`src/rtl/multdiv_pkg.sv`:
```
// Shared definitions for the sequential multiply/divide unit.
//
// Contents:
//   WIDTH_DEFAULT    default operand/result width
//   ALU_MULT/ALU_DIV processor ALU opcodes that generate the start pulses
//   INT_MIN          most negative 32-bit two's complement value
//   md_state_e       unit state encoding (idle, multiply, divide, done)
package multdiv_pkg;

    localparam int unsigned WIDTH_DEFAULT = 32;

    localparam logic [4:0] ALU_MULT = 5'b00110;
    localparam logic [4:0] ALU_DIV  = 5'b00111;

    localparam logic [31:0] INT_MIN = 32'h8000_0000;

    typedef enum logic [1:0] {
        StIdle,
        StMult,
        StDiv,
        StDone
    } md_state_e;

endpackage

```
`src/rtl/multdiv_counter.sv`:
```
// Iteration counter for the multiply/divide unit.
//
// Ports:
//   i_clk    rising-edge clock
//   i_rst_n  synchronous active-low reset
//   i_clear  restart the count at zero (new operation)
//   i_step   one datapath iteration happens this cycle
//   o_last   this step is the final (WIDTH-th) iteration
module multdiv_counter
    import multdiv_pkg::*;
#(
    parameter int unsigned WIDTH = WIDTH_DEFAULT,
    parameter int unsigned CNT_W = $clog2(WIDTH) + 1
) (
    input  logic i_clk,
    input  logic i_rst_n,
    input  logic i_clear,
    input  logic i_step,
    output logic o_last
);

    localparam logic [CNT_W-1:0] LastCnt = CNT_W'(WIDTH - 1);
    localparam logic [CNT_W-1:0] EndCnt  = CNT_W'(WIDTH);

    logic [CNT_W-1:0] r_count;

    always_ff @(posedge i_clk) begin
        if (!i_rst_n) begin
            r_count <= '0;
        end else if (i_clear) begin
            r_count <= '0;
        end else if (i_step && (r_count != EndCnt)) begin
            // Saturates at WIDTH so a stray step can never wrap mid-operation.
            r_count <= r_count + CNT_W'(1);
        end
    end

    assign o_last = i_step && (r_count == LastCnt);

endmodule

```
`src/rtl/multdiv_unit.sv`:
```
// Sequential signed multiply/divide responder, one bit per clock.
// Multiply is shift-add over a sign-extended multiplicand; divide is
// non-restoring on magnitudes with a final sign fix-up.
//
// Ports:
//   clock           rising-edge clock
//   reset           synchronous active-low reset
//   data_operandA   multiplicand / dividend, sampled on a start edge
//   data_operandB   multiplier / divisor, sampled on a start edge
//   ctrl_MULT       start multiply (wins over ctrl_DIV)
//   ctrl_DIV        start divide
//   data_result     low half of product, or quotient
//   data_exception  overflow or divide-by-zero for the held result
//   data_remainder  signed remainder (only with MULTDIV_REMAINDER_EN)
//   data_resultRDY  one-cycle completion pulse, WIDTH cycles after start
//
// Build option: define MULTDIV_REMAINDER_EN to add data_remainder.
module multdiv_unit
    import multdiv_pkg::*;
#(
    parameter int unsigned WIDTH = WIDTH_DEFAULT
) (
    input  logic             clock,
    input  logic             reset,
    input  logic [WIDTH-1:0] data_operandA,
    input  logic [WIDTH-1:0] data_operandB,
    input  logic             ctrl_MULT,
    input  logic             ctrl_DIV,
    output logic [WIDTH-1:0] data_result,
    output logic             data_exception,
`ifdef MULTDIV_REMAINDER_EN
    output logic [WIDTH-1:0] data_remainder,
`endif
    output logic             data_resultRDY
);

    localparam logic [WIDTH-1:0] MinVal  = {1'b1, {(WIDTH - 1){1'b0}}};
    localparam logic [WIDTH-1:0] AllOnes = '1;

    md_state_e r_state, w_state_d;

    logic w_start, w_step, w_last;

    logic [2*WIDTH-1:0] r_acc, r_mcand;
    logic [WIDTH-1:0]   r_mplier;
    logic [WIDTH+1:0]   r_prem;
    logic [WIDTH-1:0]   r_quo, r_dvsr;
    logic               r_neg_q, r_neg_r, r_div_zero, r_div_ovf;
    logic [WIDTH-1:0]   r_result;
    logic               r_exc, r_rdy;

    logic [2*WIDTH-1:0] w_acc_next;
    logic [WIDTH:0]     w_hi;
    logic               w_mult_exc;
    logic [WIDTH-1:0]   w_mag_a, w_mag_b;
    logic [WIDTH+1:0]   w_dvsr_ext, w_prem_shift, w_prem_next;
    logic [WIDTH-1:0]   w_quo_next, w_rem_mag;
    logic [WIDTH-1:0]   w_div_result, w_div_rem;
    logic               w_div_exc;

    assign w_start = ctrl_MULT | ctrl_DIV;
    assign w_step  = !w_start && ((r_state == StMult) || (r_state == StDiv));

    multdiv_counter #(
        .WIDTH(WIDTH)
    ) u_counter (
        .i_clk   (clock),
        .i_rst_n (reset),
        .i_clear (w_start),
        .i_step  (w_step),
        .o_last  (w_last)
    );

    always_ff @(posedge clock) begin
        if (!reset) begin
            r_state <= StIdle;
        end else begin
            r_state <= w_state_d;
        end
    end

    always_comb begin
        w_state_d = r_state;
        if (ctrl_MULT) begin
            w_state_d = StMult;
        end else if (ctrl_DIV) begin
            w_state_d = StDiv;
        end else begin
            unique case (r_state)
                StMult, StDiv: if (w_last) w_state_d = StDone;
                StDone:        w_state_d = StIdle;
                default:       w_state_d = r_state;
            endcase
        end
    end

    // Multiplier bit WIDTH-1 carries negative weight, so the last step subtracts.
    always_comb begin
        w_acc_next = r_acc;
        if (r_mplier[0]) begin
            w_acc_next = w_last ? (r_acc - r_mcand) : (r_acc + r_mcand);
        end
    end

    assign w_hi       = w_acc_next[2*WIDTH-1:WIDTH-1];
    assign w_mult_exc = !((&w_hi) || !(|w_hi));

    assign w_mag_a = data_operandA[WIDTH-1] ? -data_operandA : data_operandA;
    assign w_mag_b = data_operandB[WIDTH-1] ? -data_operandB : data_operandB;

    // Non-restoring step: partial remainder stays in [-D, D), so WIDTH+2 bits suffice.
    assign w_dvsr_ext   = {2'b00, r_dvsr};
    assign w_prem_shift = {r_prem[WIDTH:0], r_quo[WIDTH-1]};
    assign w_prem_next  = r_prem[WIDTH+1] ? (w_prem_shift + w_dvsr_ext)
                                          : (w_prem_shift - w_dvsr_ext);
    assign w_quo_next   = {r_quo[WIDTH-2:0], ~w_prem_next[WIDTH+1]};
    assign w_rem_mag    = w_prem_next[WIDTH+1] ? (w_prem_next[WIDTH-1:0] + r_dvsr)
                                               : w_prem_next[WIDTH-1:0];

    always_comb begin
        w_div_result = r_neg_q ? -w_quo_next : w_quo_next;
        w_div_rem    = r_neg_r ? -w_rem_mag : w_rem_mag;
        w_div_exc    = 1'b0;
        if (r_div_zero) begin
            w_div_result = '0;
            w_div_rem    = '0;
            w_div_exc    = 1'b1;
        end else if (r_div_ovf) begin
            w_div_result = MinVal;
            w_div_rem    = '0;
            w_div_exc    = 1'b1;
        end
    end

    always_ff @(posedge clock) begin
        if (!reset) begin
            r_acc      <= '0;
            r_mcand    <= '0;
            r_mplier   <= '0;
            r_prem     <= '0;
            r_quo      <= '0;
            r_dvsr     <= '0;
            r_neg_q    <= 1'b0;
            r_neg_r    <= 1'b0;
            r_div_zero <= 1'b0;
            r_div_ovf  <= 1'b0;
            r_result   <= '0;
            r_exc      <= 1'b0;
            r_rdy      <= 1'b0;
        end else begin
            r_rdy <= 1'b0;
            if (ctrl_MULT) begin
                r_acc    <= '0;
                r_mcand  <= {{WIDTH{data_operandA[WIDTH-1]}}, data_operandA};
                r_mplier <= data_operandB;
            end else if (ctrl_DIV) begin
                r_prem     <= '0;
                r_quo      <= w_mag_a;
                r_dvsr     <= w_mag_b;
                r_neg_q    <= data_operandA[WIDTH-1] ^ data_operandB[WIDTH-1];
                r_neg_r    <= data_operandA[WIDTH-1];
                r_div_zero <= (data_operandB == '0);
                r_div_ovf  <= (data_operandA == MinVal) && (data_operandB == AllOnes);
            end else if (r_state == StMult) begin
                r_acc    <= w_acc_next;
                r_mcand  <= r_mcand << 1;
                r_mplier <= r_mplier >> 1;
                if (w_last) begin
                    r_result <= w_acc_next[WIDTH-1:0];
                    r_exc    <= w_mult_exc;
                    r_rdy    <= 1'b1;
                end
            end else if (r_state == StDiv) begin
                r_prem <= w_prem_next;
                r_quo  <= w_quo_next;
                if (w_last) begin
                    r_result <= w_div_result;
                    r_exc    <= w_div_exc;
                    r_rdy    <= 1'b1;
                end
            end
        end
    end

`ifdef MULTDIV_REMAINDER_EN
    logic [WIDTH-1:0] r_rem_out;

    always_ff @(posedge clock) begin
        if (!reset) begin
            r_rem_out <= '0;
        end else if (w_last) begin
            r_rem_out <= (r_state == StDiv) ? w_div_rem : '0;
        end
    end

    assign data_remainder = r_rem_out;
`else
    logic w_unused_rem;
    assign w_unused_rem = ^w_div_rem;
`endif

    assign data_result    = r_result;
    assign data_exception = r_exc;
    assign data_resultRDY = r_rdy;

endmodule

```
`config.mk`:
```
export PLATFORM = sky130hd
export DESIGN_NAME = multdiv_unit
export DESIGN_NICKNAME = d
export VERILOG_FILES = /design/src/rtl/multdiv_pkg.sv /design/src/rtl/multdiv_counter.sv /design/src/rtl/multdiv_unit.sv
export SDC_FILE = /design/constraint.sdc
export NUM_CORES = 1
export LEC_CHECK = 0
export ABC_AREA = 1
export CAP_MARGIN = 20
export CELL_PAD_IN_SITES_DETAIL_PLACEMENT = 1
export CELL_PAD_IN_SITES_GLOBAL_PLACEMENT = 1
export CORE_MARGIN = 3
export CORE_UTILIZATION = 47
export DETAILED_ROUTE_END_ITERATION = 8
export GPL_TIMING_DRIVEN = 0
export PLACE_DENSITY = 0.95
export SKIP_LAST_GASP = 1
export SYNTH_ARGS = -nofsm -noshare
export SYNTH_HDL_FRONTEND = slang
export SYNTH_SLANG_ARGS = --single-unit
export TNS_END_PERCENT = 20
```
`constraint.sdc`:
```
create_clock -name clock -period 9.4 [get_ports clock]
set_clock_uncertainty 0.2 [all_clocks]
set_input_delay 1.41 -clock clock [delete_from_list [all_inputs] [get_ports clock]]
set_output_delay 1.41 -clock clock [all_outputs]
set_load 0.02 [all_outputs]
```
Word-level counts from Yosys, hierarchy flattened
Index checks and enable logic that the tools add are counted.

Bits in registers: 303. Bits of input ports: 68. Output and inout port bits: 34. Word-level logic and storage cells: 107.

Add/subtract/negate cells: 8. Reductions and logical operators: 28. Equal/unequal tests: 13. Bitwise operators: 6. Mux-type cells: 37.

Operators by type and width (number): 32-bit 2-to-1 mux (15); 64-bit 2-to-1 mux (5); 34-bit 2-to-1 mux (4); 32-bit negation (3); 64-bit adder (1); 32-bit equality test (second input constant) (2); 64-bit subtractor (1); 34-bit by 32-bit adder with 34-bit output (1); 34-bit by 32-bit subtractor with 34-bit output (1); 33-bit AND reduction (1); 33-bit OR reduction (1); 32-bit zero test (1); 1-bit 2-to-1 mux (10); 2-bit AND reduction (5); 2-bit inequality test (second input constant) (4); 6-bit by 1-bit adder with 6-bit output (second input constant) (1); 6-bit by 5-bit equality test with 1-bit output (second input constant) (1); 6-bit inequality test (second input constant) (1); 2-bit nonzero test (3); 2-bit OR reduction (3); 5-bit AND reduction (1); 2-bit equality test (second input constant) (2); 1-bit logical AND (4); 2-bit 2-to-1 mux (2); 13 further kinds (19).

Longest topological paths before layout
Depth in word-level cells: 12. Mapped depth: 36. Mapped depth without buffers: 36.

Hierarchy
A second synthesis with hierarchy kept.

Cells, all modules: 4257. Area total of the unflattened synthesis: 25135.4 sq um.

Modules (own cells, without submodules): multdiv_unit (cells an instance 4206, area each 24781.3 sq um, times used 1, sequential area each 5945.7 sq um); multdiv_counter (cells an instance 51, area each 354.1 sq um, times used 1, sequential area each 120.1 sq um).

Least setup slack after synthesis
OpenSTA, ideal clock, no wires.

Kind: input-to-reg. Start: input ctrl_DIV. End: register r_exc (netlist: data_exception). Path buffers: 3. Stages on the path: 30. Path slack: 4.373 ns. Arrival time: 4.708 ns. Path through: clkbuf_1 > inv_1 > nand2_1 > nor2_1 > nand2_2 > clkinv_1 > clkbuf_1 > buf_1 > o21ai_0 > fa_1 > nand2_1 > inv_1 > nand2_1 > nand2_1 > nand2_1 > nand2_1 > nand2_1 > nand3_1 > nand2_1 > nand2_1 > nand2_1 > nand3_1 > o21ai_0 > nand2_1 > nor2_1 > nand2_1 > nor2_1 > nand3_1 > nand3_1 > a21oi_1.

Cells in the longest elaborated chain, start to end: 12.

Ends and longest elaborated chain: start: declaration (line multdiv_unit.sv:28) `input logic ctrl_DIV,`; 1-bit OR (line multdiv_unit.sv:61) `assign w_start = ctrl_MULT | ctrl_DIV;`; 1-bit zero test (line multdiv_unit.sv:62) `assign w_step = !w_start && ((r_state == StMult) || (r_state == StDiv));`; 1-bit logical AND (line multdiv_unit.sv:62); 1-bit logical AND (line multdiv_counter.sv:38) `assign o_last = i_step && (r_count == LastCnt);`; 64-bit 2-to-1 mux (line multdiv_unit.sv:101) `w_acc_next = w_last ? (r_acc - r_mcand) : (r_acc + r_mcand);`; 64-bit 2-to-1 mux (line multdiv_unit.sv:100) `if (r_mplier[0]) begin`; 33-bit OR reduction (line multdiv_unit.sv:106) `assign w_mult_exc = !((&w_hi) || !(|w_hi));`; 1-bit zero test (line multdiv_unit.sv:106); 1-bit logical OR (line multdiv_unit.sv:106); 1-bit zero test (line multdiv_unit.sv:106); 1-bit 2-to-1 mux (line multdiv_unit.sv:168) `if (w_last) begin`; 1-bit 2-to-1 mux (line multdiv_unit.sv:164) `end else if (r_state == StMult) begin`; end signal: assignment (line multdiv_unit.sv:170) `r_exc <= w_mult_exc;`; end signal: assignment (line multdiv_unit.sv:178) `r_exc <= w_div_exc;`; end: declaration (line multdiv_unit.sv:50) `logic r_exc, r_rdy;`.

Parallel ways exist; a longest one is shown, timed or not. The select of a mux whose other input is x is not followed. A chain may end at the register's enable or synchronous reset.

Worst setup path after layout
Start: register r_dvsr[1]. End: register r_result[28] (netlist: data_result[28]).

Cells in the longest elaborated chain, start to end: 10.

Ends and longest elaborated chain: start: declaration (line multdiv_unit.sv:47) `logic [WIDTH-1:0] r_quo, r_dvsr;`; start signal: assignment (line multdiv_unit.sv:159) `r_dvsr <= w_mag_b;`; 34-bit by 32-bit subtractor with 34-bit output / 34-bit by 32-bit adder with 34-bit output (equally long branches) (line multdiv_unit.sv:115, multdiv_unit.sv:114); 34-bit 2-to-1 mux * (line multdiv_unit.sv:114) `assign w_prem_next = r_prem[WIDTH+1] ? (w_prem_shift + w_dvsr_ext)`; 1-bit NOT * (line multdiv_unit.sv:116) `assign w_quo_next = {r_quo[WIDTH-2:0], ~w_prem_next[WIDTH+1]};`; 32-bit negation * (line multdiv_unit.sv:121) `w_div_result = r_neg_q ? -w_quo_next : w_quo_next;`; 32-bit 2-to-1 mux * (line multdiv_unit.sv:121); 32-bit 2-to-1 mux * (line multdiv_unit.sv:128) `end else if (r_div_ovf) begin`; 32-bit 2-to-1 mux * (line multdiv_unit.sv:124) `if (r_div_zero) begin`; 32-bit 2-to-1 mux * (line multdiv_unit.sv:176) `if (w_last) begin`; 32-bit 2-to-1 mux * (line multdiv_unit.sv:173) `end else if (r_state == StDiv) begin`; 32-bit 2-to-1 mux * (line multdiv_unit.sv:164); end signal: assignment (line multdiv_unit.sv:169) `r_result <= w_acc_next[WIDTH-1:0];`; end signal: assignment (line multdiv_unit.sv:177) `r_result <= w_div_result;`; end: declaration (line multdiv_unit.sv:49) `logic [WIDTH-1:0] r_result;`.

Every way passes the cells marked *; elsewhere a longest branch is shown, timed or not. The select of a mux whose other input is x is not followed.

==> results.tsv <==
metric	value	unit
min_period_over_period	81.3	%
drv_slew	0	
hold_viol	0	
hold_end	r_mplier[7]	
critPathMaxFanout	7	
cts_resized	0	
cts_buffer_depth	3	
drt_iter0_drc	3508	
relSlewSlack	22.8	%
setup_viol	0	
synth_area	25400	um2
cts-htree-levels	2	
ctsHoldBuffers	0	
max_freq	131	MHz
whs	268	ps
ys_warn_count	0	
synth-async-reset-ratio	0	%
synth_cells	4394	
cp.arrival	7840	ps
worstReg2RegEnd	data_result[28]	
synth_fp_nets	4572	
antenna_found_initial	2	
die_h	239	um
fp-row-count	84	
pin_count	102	
r2r-start	r_dvsr[1]	
tns	0	ps
ff_latch_area	6070	um2
clock_sinks	303	
route.detailed.drc	0	
synth_edf_count	0	
route.vias.total	32500	
drt-met1-wl	47.3	mm
criticalPathCategory	reg -> reg	
wl	126	mm
startpoint	r_dvsr[1]	
critPathRequiredTime	9600	ps
firstDrtPassIters	5	
die_w	239	um
ys_seq_area_share	23.8	%
ir_drop	0.000128	V
reg2reg_depth	31	
fin_util	53.8	%
leakage	14.0	nW
cpPeakStageDelay	770	ps
routed-wl-met3	12.4	mm
synth-main-ff-cell	dfxtp_1	
drive_above_1_share	2.72	%
clk_pin_slew	70	ps
numCtsBuffers	38	
routed_via_density	6.20	
hp-start	r_mplier[8]	
grtUsageTotal	42.9	%
multiInputGateArea	16200	um2
end_kind	flip-flop	
wl_met2	55.6	mm
gp_congestion	1.02	
initial_utilization	47.9	%
top_layer_used	met5	
tightestPinTransition	1160	ps
fillers	7646	
wl_per_cell	24.0	um
die_area	57000	um2
dp_hpwl	89.6	mm
nets	4711	
syn_to_final_growth	12.3	%
holdPathStages	2	
grt_pass1_wl	191	mm
ys_ff_latch	303	
grt_max_degree	14	
ant_nets	0	
finalInstanceArea	28600	um2
grt_pass1_vias	33500	
ys_types	59	
crit_top_cell	inv_1	
syn_avg_cell_area	5.79	um2
cp_slowest_cell	o21ai_0	
cts_tree	done	
total_power	4.24	mW
finalWorstPathRequiredPeriod	7640	ps
post_cts_buffers	0	
rsz0062_at_grt	no	
power_density	148	nW/um2
io_buffers	99	
cp-start-kind	flip-flop	
dpl-instance-area	27300	um2
grt.overflow.total	0	
status	complete, no violations	
ff2ff_setup_slack	1760	ps
maxCapViolCount	0	
root_buffer	clkbuf_16	
hp-class	reg -> reg	
core_area	53100	um2
clk_latency	590	ps
==> synthesized netlist by cell type, drive strengths merged (2+ instances only) <==
library cell  number  share of area [%]
nor3              75                1.6
nand3b            12               0.35
a22oi             16               0.47
a211oi             4               0.12
o211ai            25               0.74
and3               3              0.074
o21bai             7               0.21
a2111oi            2              0.069
xor2              97                3.3
o41ai              5               0.23
a221oi             3               0.10
nand3            193                3.8
o221ai             2              0.069
a21oi            356                7.1
fa                 2               0.16
o21ai            279                5.5
o31ai              6               0.18
o22ai              2              0.049
a21boi             5               0.15
a21o               8               0.24
or2               24               0.59
nand2           1378                 20
clkbuf           142                2.1
xnor2             81                2.8
nor4              28               0.71
or4                2              0.059
buf               15               0.24
nand4             41                1.1
inv              677                 10
nor2             400                6.0
clkinv             2              0.030
ha               108                5.3
dfxtp            303                 24
a31oi             83                2.0
==> critical path: cells and delay by family, from the launching register on <==
kind	cells	cell delay (ps)
AND/OR/NAND/NOR	15	2810
XOR/XNOR	1	260
adder cells (fa/ha/maj)	3	780
buffers and inverters	5	510
flip-flops	1	350
AO/OA/AOI/OAI	7	2550
==> layout make-up <==
cell class / instances / area share, %
Buffer: 157 / 2.08
Antenna cell: 1 / 0.00876
Timing Repair Buffer: 99 / 3.47
Multi-Input combinational cell: 3255 / 56.8
Clock buffer: 51 / 3.75
Tap cell: 688 / 3.01
Clock inverter: 18 / 0.683
Inverter: 679 / 8.92
Sequential cell: 303 / 21.2
==> cell families after synthesis <==
kind of cell               synth area share, %
buffers and inverters                     12.4
AOI/OAI and AO/OA                         17.4
muxes                                   0.0393
and+or+nand+nor                           34.8
xor gates and xnor gates                  6.13
DFF                                       23.8
adders and majority gates                 5.47
==> where the power goes <==
| part | switching (mW) | internal (mW) |
|---|---|---|
| clock | 0.682 | 0.871 |
| combinational | 0.885 | 0.369 |
| sequential | 0.0823 | 1.35 |
| total | 1.65 | 2.59 |
==> layer usage <==
metal	global-route usage (%)	vias to the layer above
li1	-	14300
met1	50.0	15500
met2	69.2	2023
met3	10.0	737
met4	31.3	4
met5	0	-
==> metrics by stage <==
step | instances | setup slack (ps)
floorplan | 4394 | 4370
global placement | 5181 | 2040
detailed placement | 5181 | 2010
CTS | 5250 | 2070
global route | 5250 | 1260
finish | 5251 | 1760
==> state kept, by name (all words and copies together) (netlist names) <==
register and flops:
r_prem 34, r_acc 64, data_exception 1, data_result 32, u_counter.r_count 6, r_div_ovf 1
r_div_zero 1, r_state 2, r_mcand 64, r_neg_q 1, r_dvsr 32, r_quo 32
r_mplier 32, data_resultRDY 1
==> how the worst max path moves through the flow <==
| stage | to | cells after the start |
|---|---|---|
| 4_1_cts | data_result[28] | 31 |
| 6_report | data_result[28] | 31 |
| 5_1_grt | data_result[28] | 31 |
| 3_5_place_dp | data_exception | 31 |
| 2_1_floorplan | data_exception | 30 |
| 3_3_place_gp | data_exception | 31 |
==> placed cells by master, fill, tap and decap left out, drive strengths merged, types with 9 or more instances in the layout <==
cell | netlist | final
a21oi | 356 | 356
a22oi | 16 | 16
a31oi | 83 | 83
buf | 15 | 15
clkbuf | 142 | 193
clkdlybuf4s50 | 0 | 99
clkinv | 2 | 9
dfxtp | 303 | 303
ha | 108 | 108
inv | 677 | 681
nand2 | 1378 | 1378
nand3 | 193 | 193
nand3b | 12 | 12
nand4 | 41 | 41
nor2 | 400 | 400
nor3 | 75 | 75
nor4 | 28 | 28
o211ai | 25 | 25
o21ai | 279 | 279
or2 | 24 | 24
xnor2 | 81 | 81
xor2 | 97 | 97
Note: power is estimated with default switching activity, not from simulation.
